## config.mk

```make
export PLATFORM = sky130hd
export DESIGN_NAME = k_line_uart
export DESIGN_NICKNAME = d
export VERILOG_FILES = /design/src/rtl/k_line_uart.sv
export SDC_FILE = /design/constraint.sdc
export NUM_CORES = 1
export LEC_CHECK = 0
export ABC_AREA = 0
export CELL_PAD_IN_SITES_DETAIL_PLACEMENT = 1
export CELL_PAD_IN_SITES_GLOBAL_PLACEMENT = 1
export CORE_UTILIZATION = 53
export CTS_CLUSTER_DIAMETER = 200
export DETAILED_ROUTE_END_ITERATION = 8
export GPL_ROUTABILITY_DRIVEN = 0
export GPL_TIMING_DRIVEN = 0
export PLACE_DENSITY_LB_ADDON = 0.1
export SYNTH_ARGS = -nofsm -noshare
export SYNTH_HDL_FRONTEND = slang
export SYNTH_SLANG_ARGS = --single-unit
```

## constraint.sdc

```tcl
create_clock -name clk_i -period 10.3 [get_ports clk_i]
set_clock_uncertainty 0.15 [all_clocks]
set_input_delay 2.575 -clock clk_i [delete_from_list [all_inputs] [get_ports clk_i]]
set_output_delay 2.575 -clock clk_i [all_outputs]
set_load 0.1 [all_outputs]
```

## src/rtl/k_line_uart.sv

```systemverilog
// k_line_uart: byte-oriented 8N1 UART for an ISO 9141 K-line. It sits on the
// SPI-slave register bus next to version_string and led_control.
//
// Register map (offset from BaseAddress):
//   +0 STATUS  R   [0] tx_full [1] tx_empty [2] rx_valid [3] rx_overrun
//                  [4] framing_err [5] tx_busy [12:8] tx_count
//   +1 TX_DATA W   push data_i[7:0] into the TX FIFO (reads return 0)
//   +2 RX_DATA R   [7:0] rx_byte [8] rx_valid
//              W   [0] clear rx_valid [1] clear rx_overrun [2] clear framing_err
//   +3 CTRL    R/W [0] echo_suppress (reset 1) [1] tx_break
//
// Ports:
//   clk_i        system clock
//   reset_i      synchronous, active-high reset
//   address_i    bus address
//   data_i       bus write data
//   rd_wr_i      1 = single-cycle write strobe, 0 = read
//   data_o       combinational read data, '0 outside the 4-address window
//   k_line_tx_o  K-line transmit, idle high
//   k_line_rx_i  K-line receive, asynchronous, idle high
module k_line_uart #(
    parameter int FPGAClkSpeed  = 50000000,
    parameter int BaudRate      = 10400,
    parameter int BaseAddress   = 'h1300,
    parameter int address_width = 15,
    parameter int data_width    = 16,
    parameter int TxFifoDepth   = 16
) (
    input  logic                     clk_i,
    input  logic                     reset_i,
    input  logic [address_width-1:0] address_i,
    input  logic [data_width-1:0]    data_i,
    input  logic                     rd_wr_i,
    output logic [data_width-1:0]    data_o,
    output logic                     k_line_tx_o,
    input  logic                     k_line_rx_i
);
    localparam int ClksPerBit = FPGAClkSpeed / BaudRate;
    localparam int HalfBit    = ClksPerBit / 2;
    localparam int CW         = $clog2(ClksPerBit);
    localparam int PW         = $clog2(TxFifoDepth);

    localparam logic [CW-1:0]            BIT_END   = CW'(ClksPerBit - 1);
    localparam logic [CW-1:0]            MID_END   = CW'(HalfBit - 1);
    localparam logic [PW:0]              FIFO_FULL = (PW+1)'(TxFifoDepth);
    localparam logic [address_width-1:0] BASE      = address_width'(BaseAddress);

    // ------------------------------------------------------------------
    // Bus decode
    // ------------------------------------------------------------------
    typedef struct packed {
        logic       hit;
        logic [1:0] reg_sel;
        logic       wr;
    } bus_req_t;

    logic [address_width-1:0] offs;
    bus_req_t                 req;
    logic                     wr_tx, wr_rx, wr_ctrl;

    // Unsigned subtraction: addresses below BASE wrap to large offsets and miss.
    assign offs = address_i - BASE;

    always_comb begin
        req.hit     = (offs[address_width-1:2] == '0);
        req.reg_sel = offs[1:0];
        req.wr      = rd_wr_i & req.hit;
    end

    assign wr_tx   = req.wr && (req.reg_sel == 2'd1);
    assign wr_rx   = req.wr && (req.reg_sel == 2'd2);
    assign wr_ctrl = req.wr && (req.reg_sel == 2'd3);

    logic unused_data;
    assign unused_data = ^data_i[data_width-1:8];

    // ------------------------------------------------------------------
    // CTRL
    // ------------------------------------------------------------------
    logic echo_suppress, tx_break;

    always_ff @(posedge clk_i) begin
        if (reset_i) begin
            echo_suppress <= 1'b1;
            tx_break      <= 1'b0;
        end else if (wr_ctrl) begin
            echo_suppress <= data_i[0];
            tx_break      <= data_i[1];
        end
    end

    // ------------------------------------------------------------------
    // TX FIFO
    // ------------------------------------------------------------------
    logic [7:0]    fifo_mem [TxFifoDepth];
    logic [PW-1:0] wr_ptr, rd_ptr;
    logic [PW:0]   tx_count;
    logic          tx_full, tx_empty, tx_push, tx_pop;

    assign tx_full  = (tx_count == FIFO_FULL);
    assign tx_empty = (tx_count == '0);
    // A full FIFO drops the write even if the TX FSM pops in the same cycle.
    assign tx_push  = wr_tx && !tx_full;

    always_ff @(posedge clk_i) begin
        if (tx_push) fifo_mem[wr_ptr] <= data_i[7:0];
    end

    always_ff @(posedge clk_i) begin
        if (reset_i) begin
            wr_ptr   <= '0;
            rd_ptr   <= '0;
            tx_count <= '0;
        end else begin
            if (tx_push) wr_ptr <= wr_ptr + 1'b1;
            if (tx_pop)  rd_ptr <= rd_ptr + 1'b1;
            case ({tx_push, tx_pop})
                2'b10:   tx_count <= tx_count + 1'b1;
                2'b01:   tx_count <= tx_count - 1'b1;
                default: ;
            endcase
        end
    end

    // ------------------------------------------------------------------
    // TX FSM
    // ------------------------------------------------------------------
    typedef enum logic [1:0] {TX_IDLE, TX_START, TX_DATA, TX_STOP} tx_state_t;

    tx_state_t     tx_state;
    logic [CW-1:0] tx_cnt;
    logic [2:0]    tx_bit;
    logic [7:0]    tx_sh;
    logic          tx_bit_end, tx_busy;

    assign tx_bit_end = (tx_cnt == BIT_END);
    assign tx_busy    = (tx_state != TX_IDLE);
    // Pop from IDLE, or straight out of the last STOP cycle for back-to-back frames.
    assign tx_pop     = !tx_empty && !tx_break &&
                        ((tx_state == TX_IDLE) || (tx_state == TX_STOP && tx_bit_end));

    always_ff @(posedge clk_i) begin
        if (reset_i) begin
            tx_state    <= TX_IDLE;
            tx_cnt      <= '0;
            tx_bit      <= '0;
            tx_sh       <= '0;
            k_line_tx_o <= 1'b1;
        end else if (tx_break) begin
            tx_state    <= TX_IDLE;
            tx_cnt      <= '0;
            k_line_tx_o <= 1'b0;
        end else if (tx_pop) begin
            tx_state    <= TX_START;
            tx_cnt      <= '0;
            tx_sh       <= fifo_mem[rd_ptr];
            k_line_tx_o <= 1'b0;
        end else begin
            case (tx_state)
                TX_IDLE: begin
                    tx_cnt      <= '0;
                    k_line_tx_o <= 1'b1;
                end
                TX_START: begin
                    if (tx_bit_end) begin
                        tx_cnt      <= '0;
                        tx_bit      <= '0;
                        tx_state    <= TX_DATA;
                        k_line_tx_o <= tx_sh[0];
                    end else begin
                        tx_cnt <= tx_cnt + 1'b1;
                    end
                end
                TX_DATA: begin
                    if (tx_bit_end) begin
                        tx_cnt <= '0;
                        tx_sh  <= {1'b0, tx_sh[7:1]};
                        if (tx_bit == 3'd7) begin
                            tx_state    <= TX_STOP;
                            k_line_tx_o <= 1'b1;
                        end else begin
                            tx_bit      <= tx_bit + 1'b1;
                            k_line_tx_o <= tx_sh[1];
                        end
                    end else begin
                        tx_cnt <= tx_cnt + 1'b1;
                    end
                end
                TX_STOP: begin
                    if (tx_bit_end) begin
                        tx_cnt      <= '0;
                        tx_state    <= TX_IDLE;
                        k_line_tx_o <= 1'b1;
                    end else begin
                        tx_cnt <= tx_cnt + 1'b1;
                    end
                end
                default: tx_state <= TX_IDLE;
            endcase
        end
    end

    // ------------------------------------------------------------------
    // RX synchroniser: [1:0] two-flop sync, [2] previous synced sample
    // ------------------------------------------------------------------
    logic [2:0] rx_pipe;
    logic       rx_s, rx_fall;

    always_ff @(posedge clk_i) begin
        if (reset_i) rx_pipe <= '1;
        else         rx_pipe <= {rx_pipe[1:0], k_line_rx_i};
    end

    assign rx_s    = rx_pipe[1];
    assign rx_fall = rx_pipe[2] & ~rx_pipe[1];

    // ------------------------------------------------------------------
    // RX FSM and flags. Clears are written first so a same-cycle set wins.
    // ------------------------------------------------------------------
    typedef enum logic [2:0] {RX_IDLE, RX_START, RX_DATA, RX_STOP, RX_WAIT_HI} rx_state_t;

    rx_state_t     rx_state;
    logic [CW-1:0] rx_cnt;
    logic [2:0]    rx_bit;
    logic [7:0]    rx_sh, rx_byte;
    logic          rx_echo, rx_valid, rx_overrun, framing_err;
    logic          rx_bit_end;

    assign rx_bit_end = (rx_cnt == BIT_END);

    always_ff @(posedge clk_i) begin
        if (reset_i) begin
            rx_state    <= RX_IDLE;
            rx_cnt      <= '0;
            rx_bit      <= '0;
            rx_sh       <= '0;
            rx_byte     <= '0;
            rx_echo     <= 1'b0;
            rx_valid    <= 1'b0;
            rx_overrun  <= 1'b0;
            framing_err <= 1'b0;
        end else begin
            if (wr_rx) begin
                if (data_i[0]) rx_valid    <= 1'b0;
                if (data_i[1]) rx_overrun  <= 1'b0;
                if (data_i[2]) framing_err <= 1'b0;
            end
            case (rx_state)
                RX_IDLE: begin
                    rx_cnt <= '0;
                    if (rx_fall) begin
                        rx_state <= RX_START;
                        // Frames starting while we drive the line are our own echo.
                        rx_echo  <= echo_suppress && (tx_busy || tx_break);
                    end
                end
                RX_START: begin
                    if (rx_cnt == MID_END) begin
                        rx_cnt   <= '0;
                        rx_bit   <= '0;
                        rx_state <= rx_s ? RX_IDLE : RX_DATA;
                    end else begin
                        rx_cnt <= rx_cnt + 1'b1;
                    end
                end
                RX_DATA: begin
                    if (rx_bit_end) begin
                        rx_cnt <= '0;
                        rx_sh  <= {rx_s, rx_sh[7:1]};
                        rx_bit <= rx_bit + 1'b1;
                        if (rx_bit == 3'd7) rx_state <= RX_STOP;
                    end else begin
                        rx_cnt <= rx_cnt + 1'b1;
                    end
                end
                RX_STOP: begin
                    if (rx_bit_end) begin
                        rx_cnt <= '0;
                        if (rx_s) begin
                            rx_state <= RX_IDLE;
                            if (!rx_echo) begin
                                if (rx_valid) begin
                                    rx_overrun <= 1'b1;
                                end else begin
                                    rx_byte  <= rx_sh;
                                    rx_valid <= 1'b1;
                                end
                            end
                        end else begin
                            rx_state <= RX_WAIT_HI;
                            if (!rx_echo) framing_err <= 1'b1;
                        end
                    end else begin
                        rx_cnt <= rx_cnt + 1'b1;
                    end
                end
                RX_WAIT_HI: begin
                    if (rx_s) rx_state <= RX_IDLE;
                end
                default: rx_state <= RX_IDLE;
            endcase
        end
    end

    // ------------------------------------------------------------------
    // Read mux
    // ------------------------------------------------------------------
    always_comb begin
        data_o = '0;
        if (req.hit) begin
            case (req.reg_sel)
                2'd0: begin
                    data_o[0]         = tx_full;
                    data_o[1]         = tx_empty;
                    data_o[2]         = rx_valid;
                    data_o[3]         = rx_overrun;
                    data_o[4]         = framing_err;
                    data_o[5]         = tx_busy;
                    data_o[8 +: PW+1] = tx_count;
                end
                2'd2: begin
                    data_o[7:0] = rx_byte;
                    data_o[8]   = rx_valid;
                end
                2'd3: begin
                    data_o[0] = echo_suppress;
                    data_o[1] = tx_break;
                end
                default: ;
            endcase
        end
    end

endmodule

```

==> summary.txt, run 1 <==
Critical path
  • Critical Path AT: 5.72 ns
  • Critical path class: in2out
  • CP required: 7.58 ns
  • CP startpoint kind: input pin
  • Crit end category: output port
  • Largest fanout on the critical path: 6

CTS
  • CTS max path bufs: 3
  • CTS tree: done
  • Skew-Pair Late Insertion Delay: 0.52 ns
  • Clock sink count: 216
  • PostCTS Resize Cnt: 0
  • # Post-CTS Setup Buffers: 0
  • CTS Root Cell: clkbuf_16
  • # hold bufs at CTS: 0
  • Reg clk slew, reported paths: 0.06 ns
  • Num CTS Buffers: 24
  • H-tree depth: 1

Pwr
  • Total leakage power: 3.68 nW
  • PwrDens: 169 nW/µm²
  • Maximum vdd drop: 0.219 mV

GRT
  • Overflow after GRT: 0
  • Busiest grt layer: met2
  • Met1 GRT Util: 33.0%
  • Initial antenna violation count: 0
  • Largest net degree at the start of global routing: 19
  • First-pass GRT wire length: 34.1 mm
  • Met2 Usage GRT: 42.2%
  • Vias in the first global route: 6295
  • Overall Global Routing Usage: 24.8%
  • Met3 Track Usage GR: 4.47%

STA
  • Worst setup margin: 1.86 ns
  • Final hold violations: 0
  • Fin crit period: 8.44 ns
  • Max Clk Rate: 118 MHz
  • Slew HR: 17.7%
  • Max Transition Viols Final: 0
  • Final TNS setup: 0 ns
  • Slew @ Worst Pin: 1.22 ns
  • RSZ-0062 raised after global routing: no
  • Final setup vio count: 0
  • Final period utilization: 81.9%

Synthesis
  • Yosys reg bits: 216
  • Post-synth cell types: 68
  • Number of synthesized flops with an enable pin: 128
  • Mapped Cells: 722
  • Total of warnings raised by yosys: 0
  • Post-synth top flop: edfxtp_1
  • FFs w/ async S/R, synth: 0%
  • Synth Cell Area: 9370 µm²
  • Seq/Total Area, Yosys: 59.8%
  • Synthesized area per cell: 13.0 µm²

Floorplanning
  • Starting Density: 54.2%
  • I/O Pins: 52
  • Row count: 48
  • Die span in y: 135 µm
  • Die Wd: 135 µm
  • Die area: 18200 µm²
  • Core area: 17300 µm²

Drt
  • Routed len/inst: 21.3 µm
  • Via count: 6043
  • DRC violation count after routing: 0
  • Routed wire length: 22.0 mm
  • Detailed Routing Iterations Pass 1: 5
  • Initial DRC count: 343
  • Vias per cell: 5.86
  • Post-DRT Antenna Nets: 0

Final layout
  • Synth-to-layout area growth: 16.1%
  • Share of cells above drive strength 1: 15.9%
  • Commonest non-fill, non-tap cell in the layout: edfxtp_1
  • Most frequent cells in the layout: 128 x edfxtp_1, 88 x dfxtp_1, 87 x nor2_1
  • Layout Nets: 845
  • Antenna cells: 0

Placed design
  • I/O Buffers: 38
  • DP Worst Slack: 1.89 ns
  • Detail Placement HPWL: 15.3 mm

Run
  • Max Cap Viol: 0

Hold path
  • Min-Delay Path Class: reg2reg

Run status
  • Status: complete, no violations
==> path summary, 6_finish.rpt <==
| check | start | endpoint | slack, ns | depth (start not counted) |
|---|---|---|---|---|
| setup reg to reg | tx_cnt[5] | tx_count[4] | 6.41 | 12 |
| setup / recovery | address_i[9] | data_o[9] | 1.86 | 8 |
| hold reg to reg | rx_pipe[0] | rx_pipe[1] | 0.26 | 1 |
| hold / removal | rx_pipe[0] | rx_pipe[1] | 0.26 | 1 |
==> state kept, by name, summed over array words and instances, names as in the netlist, 4 cells and up, named ones only <==
signal and cells:
fifo_mem 128, rx_cnt 13, tx_cnt 13, rx_byte 8
rx_sh 8, tx_sh 8, tx_count 5, rd_ptr 4
wr_ptr 4
==> power by group <==
| group | leakage (nW) | internal (mW) | switching [mW] | total, mW |
|---|---|---|---|---|
| Sequential | 1.86 | 0.914 | 0.000795 | 0.915 |
| Clock | 0.402 | 0.547 | 0.343 | 0.890 |
| Combinational | 1.42 | 0.0133 | 0.0252 | 0.0385 |
==> worst max-delay path: stages <==
cell and delay, ns:
clkdlybuf4s50_1 0.45, nor4bb_1 0.41, and4_1 0.28, clkbuf_1 0.27
nand2b_1 0.24, nor2_1 0.21, and2_1 0.15, clkdlybuf4s50_1 1.13
==> layout make-up <==
type / count / area [µm²]
Timing Repair Buffer: 38 / 380
Sequential cell: 216 / 5610
Buffer: 37 / 210
Clock inverter: 12 / 178
Multi-Input combinational cell: 454 / 3520
Clock buffer: 32 / 651
Tap cell: 225 / 282
Fill cell: 1692 / 6410
Inverter: 17 / 63.8
==> per-stage QoR <==
step	utilization, %	hold slack, ns	power, mW	cells	instance area (µm²)
finish	62.9	0.261	1.84	1031	10900
global route	62.9	0.280	1.88	1031	10900
CTS	62.9	0.265	1.86	1031	10900
detailed placement	58.1	0.246	0.972	987	10100
global placement	58.1	0.247	0.970	987	10000
floorplan	-	0.239	0.949	724	9380
==> kinds of logic (layout without fill, tap and decap cells) <==
logic type	count (synthesis)	after routing	synth area share, %
adders and majority gates	22	22	2.94
and+or+nand+nor	249	249	14.0
DFF	216	216	59.8
AOI/OAI and AO/OA	85	85	5.93
muxes	69	69	11.9
other	1	3	0.0400
buffers and inverters	54	136	2.92
xor gates and xnor gates	26	26	2.43
==> synth_stat cells, types with 3 or more instances <==
master | instances | area (µm²)
a21oi_1 | 25 | 125
a21oi_2 | 3 | 26.3
a22oi_1 | 14 | 105
a31oi_1 | 11 | 68.8
and2_1 | 7 | 43.8
and3_1 | 12 | 75.1
buf_1 | 3 | 11.3
buf_2 | 8 | 40.0
buf_4 | 5 | 37.5
buf_6 | 3 | 33.8
clkbuf_1 | 16 | 60.1
dfxtp_1 | 88 | 1760
edfxtp_1 | 128 | 3840
ha_1 | 22 | 275
inv_1 | 17 | 63.8
mux2_2 | 12 | 135
mux2i_1 | 24 | 240
mux4_2 | 33 | 743
nand2_1 | 48 | 180
nand2b_1 | 5 | 31.3
nand3_1 | 18 | 90.1
nand3_2 | 3 | 30.0
nand4_1 | 9 | 56.3
nor2_1 | 87 | 327
nor2b_1 | 9 | 56.3
nor3_1 | 11 | 55.1
o21ai_0 | 13 | 65.1
or2_2 | 5 | 31.3
or3_1 | 6 | 37.5
xnor2_1 | 10 | 87.6
xor2_1 | 16 | 140
==> routing by layer <==
metal / vias up / share of wire (%)
met5: - / 0
met4: 0 / 1.9
met3: 36 / 5.2
met2: 186 / 49
met1: 3010 / 44
li1: 2811 / -
No activity file was read; power rests on OpenSTA's default activity.
==> run 2, diff against run 1 <==
CORE_UTILIZATION = 45   (was 53)
clock period = 7.4 ns   (was 10.3 ns; I/O delays follow)
==> run 2 against run 1 <==
  * Non-clock buffer count stayed put
  * Final cell count up 4.6%
  * Total power grew 33%
  * Clock power is 26% higher
  * Core utilization decreased by 9.5 points
  * Sequential power is 39% higher
  * Largest cell class unchanged
==> summary.txt, run 2 (synthesis gave the netlist of run 1 again) <==
GRT
  • Overall Global Routing Usage: 21.0% (-3.8 points)
  • First-pass GRT wire length: 35.3 mm (+3.3%)
  • Vias in the first global route: 6429 (+2.1%)
  • Largest net degree at the start of global routing: 19 (unchanged)
  • Initial antenna violation count: 0 (unchanged)
  • Overflow after GRT: 0 (unchanged)

STA
  • Max Clk Rate: 146 MHz
  • Fin crit period: 6.84 ns
  • Slew HR: 13.5% (-4.2 points)
  • Final period utilization: 92.4%
  • Final hold violations: 0 (unchanged)
  • Final TNS setup: 0 ns (unchanged)
  • Final setup vio count: 0 (unchanged)
  • Slew @ Worst Pin: 1.29 ns (+0.0625 ns)
  • RSZ-0062 raised after global routing: no
  • Max Transition Viols Final: 0 (unchanged)

Pwr
  • Pint: 1.93 mW (+31%)
  • Clock share of power: 45.7% (-2.6 points)
  • Total leakage power: 3.64 nW (-0.99%)
  • Pwr Total: 2.44 mW (+33%)
  • Sw Pwr: 0.515 mW (+40%)
  • PwrDens: 225 nW/µm² (+33%)
  • Maximum vdd drop: 0.213 mV (-2.8%)
  • Comb pwr share: 2.1% (about the same)
  • Sw frac: 21.1% (+1.1 points)
  • Sequential power share: 52.2% (+2.6 points)

CTS
  • Reg clk slew, reported paths: 0.06 ns (about the same)
  • Skew-Pair Late Insertion Delay: 0.52 ns (about the same)
  • CTS Root Cell: clkbuf_16
  • CTS max path bufs: 3 (unchanged)
  • CTS tree: done
  • # Post-CTS Setup Buffers: 0 (unchanged)
  • # hold bufs at CTS: 0 (unchanged)
  • PostCTS Resize Cnt: 0 (unchanged)
  • H-tree depth: 1 (unchanged)
  • Clock sink count: 216 (unchanged)
  • Num CTS Buffers: 25 (+4.2%)

Final layout
  • Synth-to-layout area growth: 15.8%
  • Max FFs per register: 128 (unchanged)
  • Most flops, register: fifo_mem
  • Share of cells above drive strength 1: 15.7% (-0.16 points)
  • Final instance area: 10900 µm² (-0.26%)
  • Antenna cells: 0 (unchanged)
  • # fillers: 2051 (+21%)
  • Commonest non-fill, non-tap cell in the layout: edfxtp_1
  • Layout Nets: 846 (+0.12%)
  • Most frequent cells in the layout: 128 x edfxtp_1, 88 x dfxtp_1, 87 x nor2_1
  • Top flop regs: fifo_mem x128, rx_cnt x13, tx_cnt x13

Drt
  • Initial DRC count: 325 (-5.2%)
  • WL met1: 9.43 mm (-1.8%)
  • Via count: 5998 (-0.74%)
  • Highest Signal Layer: met4
  • Detailed Routing Iterations Pass 1: 4 (-1)
  • Routed wire length on met2: 10.8 mm (-0.48%)
  • WL met3: 1.00 mm (-12%)
  • DRC violation count after routing: 0 (unchanged)
  • Routed len/inst: 20.1 µm (-5.8%)
  • Vias per cell: 5.56 (-5.1%)
  • Post-DRT Antenna Nets: 0 (unchanged)
  • Routed wire length: 21.6 mm (-1.5%)

Placed design
  • Area post-placement: 10100 µm² (+0.56%)
  • Detail Placement HPWL: 15.4 mm (+0.74%)
  • I/O Buffers: 38 (unchanged)

Critical path
  • Crit-path slowest cell: clkdlybuf4s50_1
  • Largest fanout on the critical path: 6 (unchanged)
  • Critical path class: in2out
  • Reg2reg path depth: 14 (+2)
  • Worst stage delay on the critical path: 1.13 ns (about the same)
  • Crit-path cells: clkdlybuf4s50_1, nor4bb_1, and4_1, clkbuf_1, nand2b_1, nor2_1, and2_1, clkdlybuf4s50_1
  • Top cell by count, worst path: clkdlybuf4s50_1
  • Critical Path AT: 4.84 ns (-0.88 ns)
  • CP required: 5.40 ns (-2.18 ns)
  • CP startpoint kind: input pin
  • Crit end category: output port

Floorplanning
  • Die Wd: 146 µm (+8.4%)
  • Die area: 21400 µm² (+18%)
  • Row count: 52 (+8.3%)
  • I/O Pins: 52 (unchanged)
  • Die span in y: 146 µm (+8.4%)
  • Starting Density: 46.2% (-8.0 points)
  • Core area: 20300 µm² (+17%)

Hold path
  • Worst Hold Path Cells: 1 (unchanged)
  • Min-Delay Path Class: reg2reg

Run status
  • Status: complete, no violations

Run
  • Max Cap Viol: 0 (unchanged)
run 2: changes by cell type in the layout (fill, tap and decap cells not counted), sizes merged:
| cell | change |
|---|---|
| bufinv | -4 |
| clkinv | +6 |
run 2: cell type report:
| type | instances | area [µm²] | area share (%) |
|---|---|---|---|
| Timing Repair Buffer | 38 | 380 | 3.50 |
| Tap cell | 270 | 338 | 3.11 |
| Inverter | 17 | 63.8 | 0.588 |
| Buffer | 37 | 210 | 1.94 |
| Multi-Input combinational cell | 454 | 3510 | 32.3 |
| Clock buffer | 32 | 662 | 6.10 |
| Sequential cell | 216 | 5610 | 51.6 |
| Clock inverter | 14 | 86.3 | 0.795 |
run 2: power by group through the flow:
| stage | Clock, mW | Sequential [mW] | Combinational [mW] |
|---|---|---|---|
| after global placement | 0 | 1.30 | 0.0508 |
| after detailed placement | 0 | 1.30 | 0.0527 |
| after floorplan | 0 | 1.30 | 0.0224 |
| final | 1.12 | 1.27 | 0.0524 |
| after CTS | 1.14 | 1.27 | 0.0530 |
| after global routing | 1.19 | 1.27 | 0.0569 |
run 2: layer usage:
metal,track usage [%],up-vias
met2,36.5,129
met4,5.36,0
li1,-,2812
met5,0,-
met1,27.5,3021
met3,3.28,36
run 2: final timing paths:
kind                                    from           to  slack (ns)
worst max-delay path            address_i[9]   data_o[10]        0.56
worst min-delay path              rx_pipe[0]   rx_pipe[1]        0.27
worst max register to register     tx_cnt[0]  tx_count[4]        3.45
worst min register to register    rx_pipe[0]   rx_pipe[1]        0.27
run 2: worst max-delay path: cells and delay by family:
| kind | cells | cell delay [ns] |
|---|---|---|
| simple gates | 5 | 1.17 |
| buf+inv | 3 | 1.82 |
run 2: through the flow:
step           setup slack, ns  util (%)  cells  hold slack (ns)
2_1_floorplan             1.43         -    724            0.239
3_5_place_dp             0.551      49.8   1032            0.266
5_1_grt                  0.324      53.5   1078            0.292
6_report                 0.561      53.5   1078            0.273
3_3_place_gp             0.550      49.8   1032            0.247
4_1_cts                  0.534      53.5   1078            0.285
==> run 3, diff against run 2 <==
SLEW_MARGIN = 5   (was default)
==> results of run 3 <==
No change in the layout: final DEF, timing and power equal those of run 2.
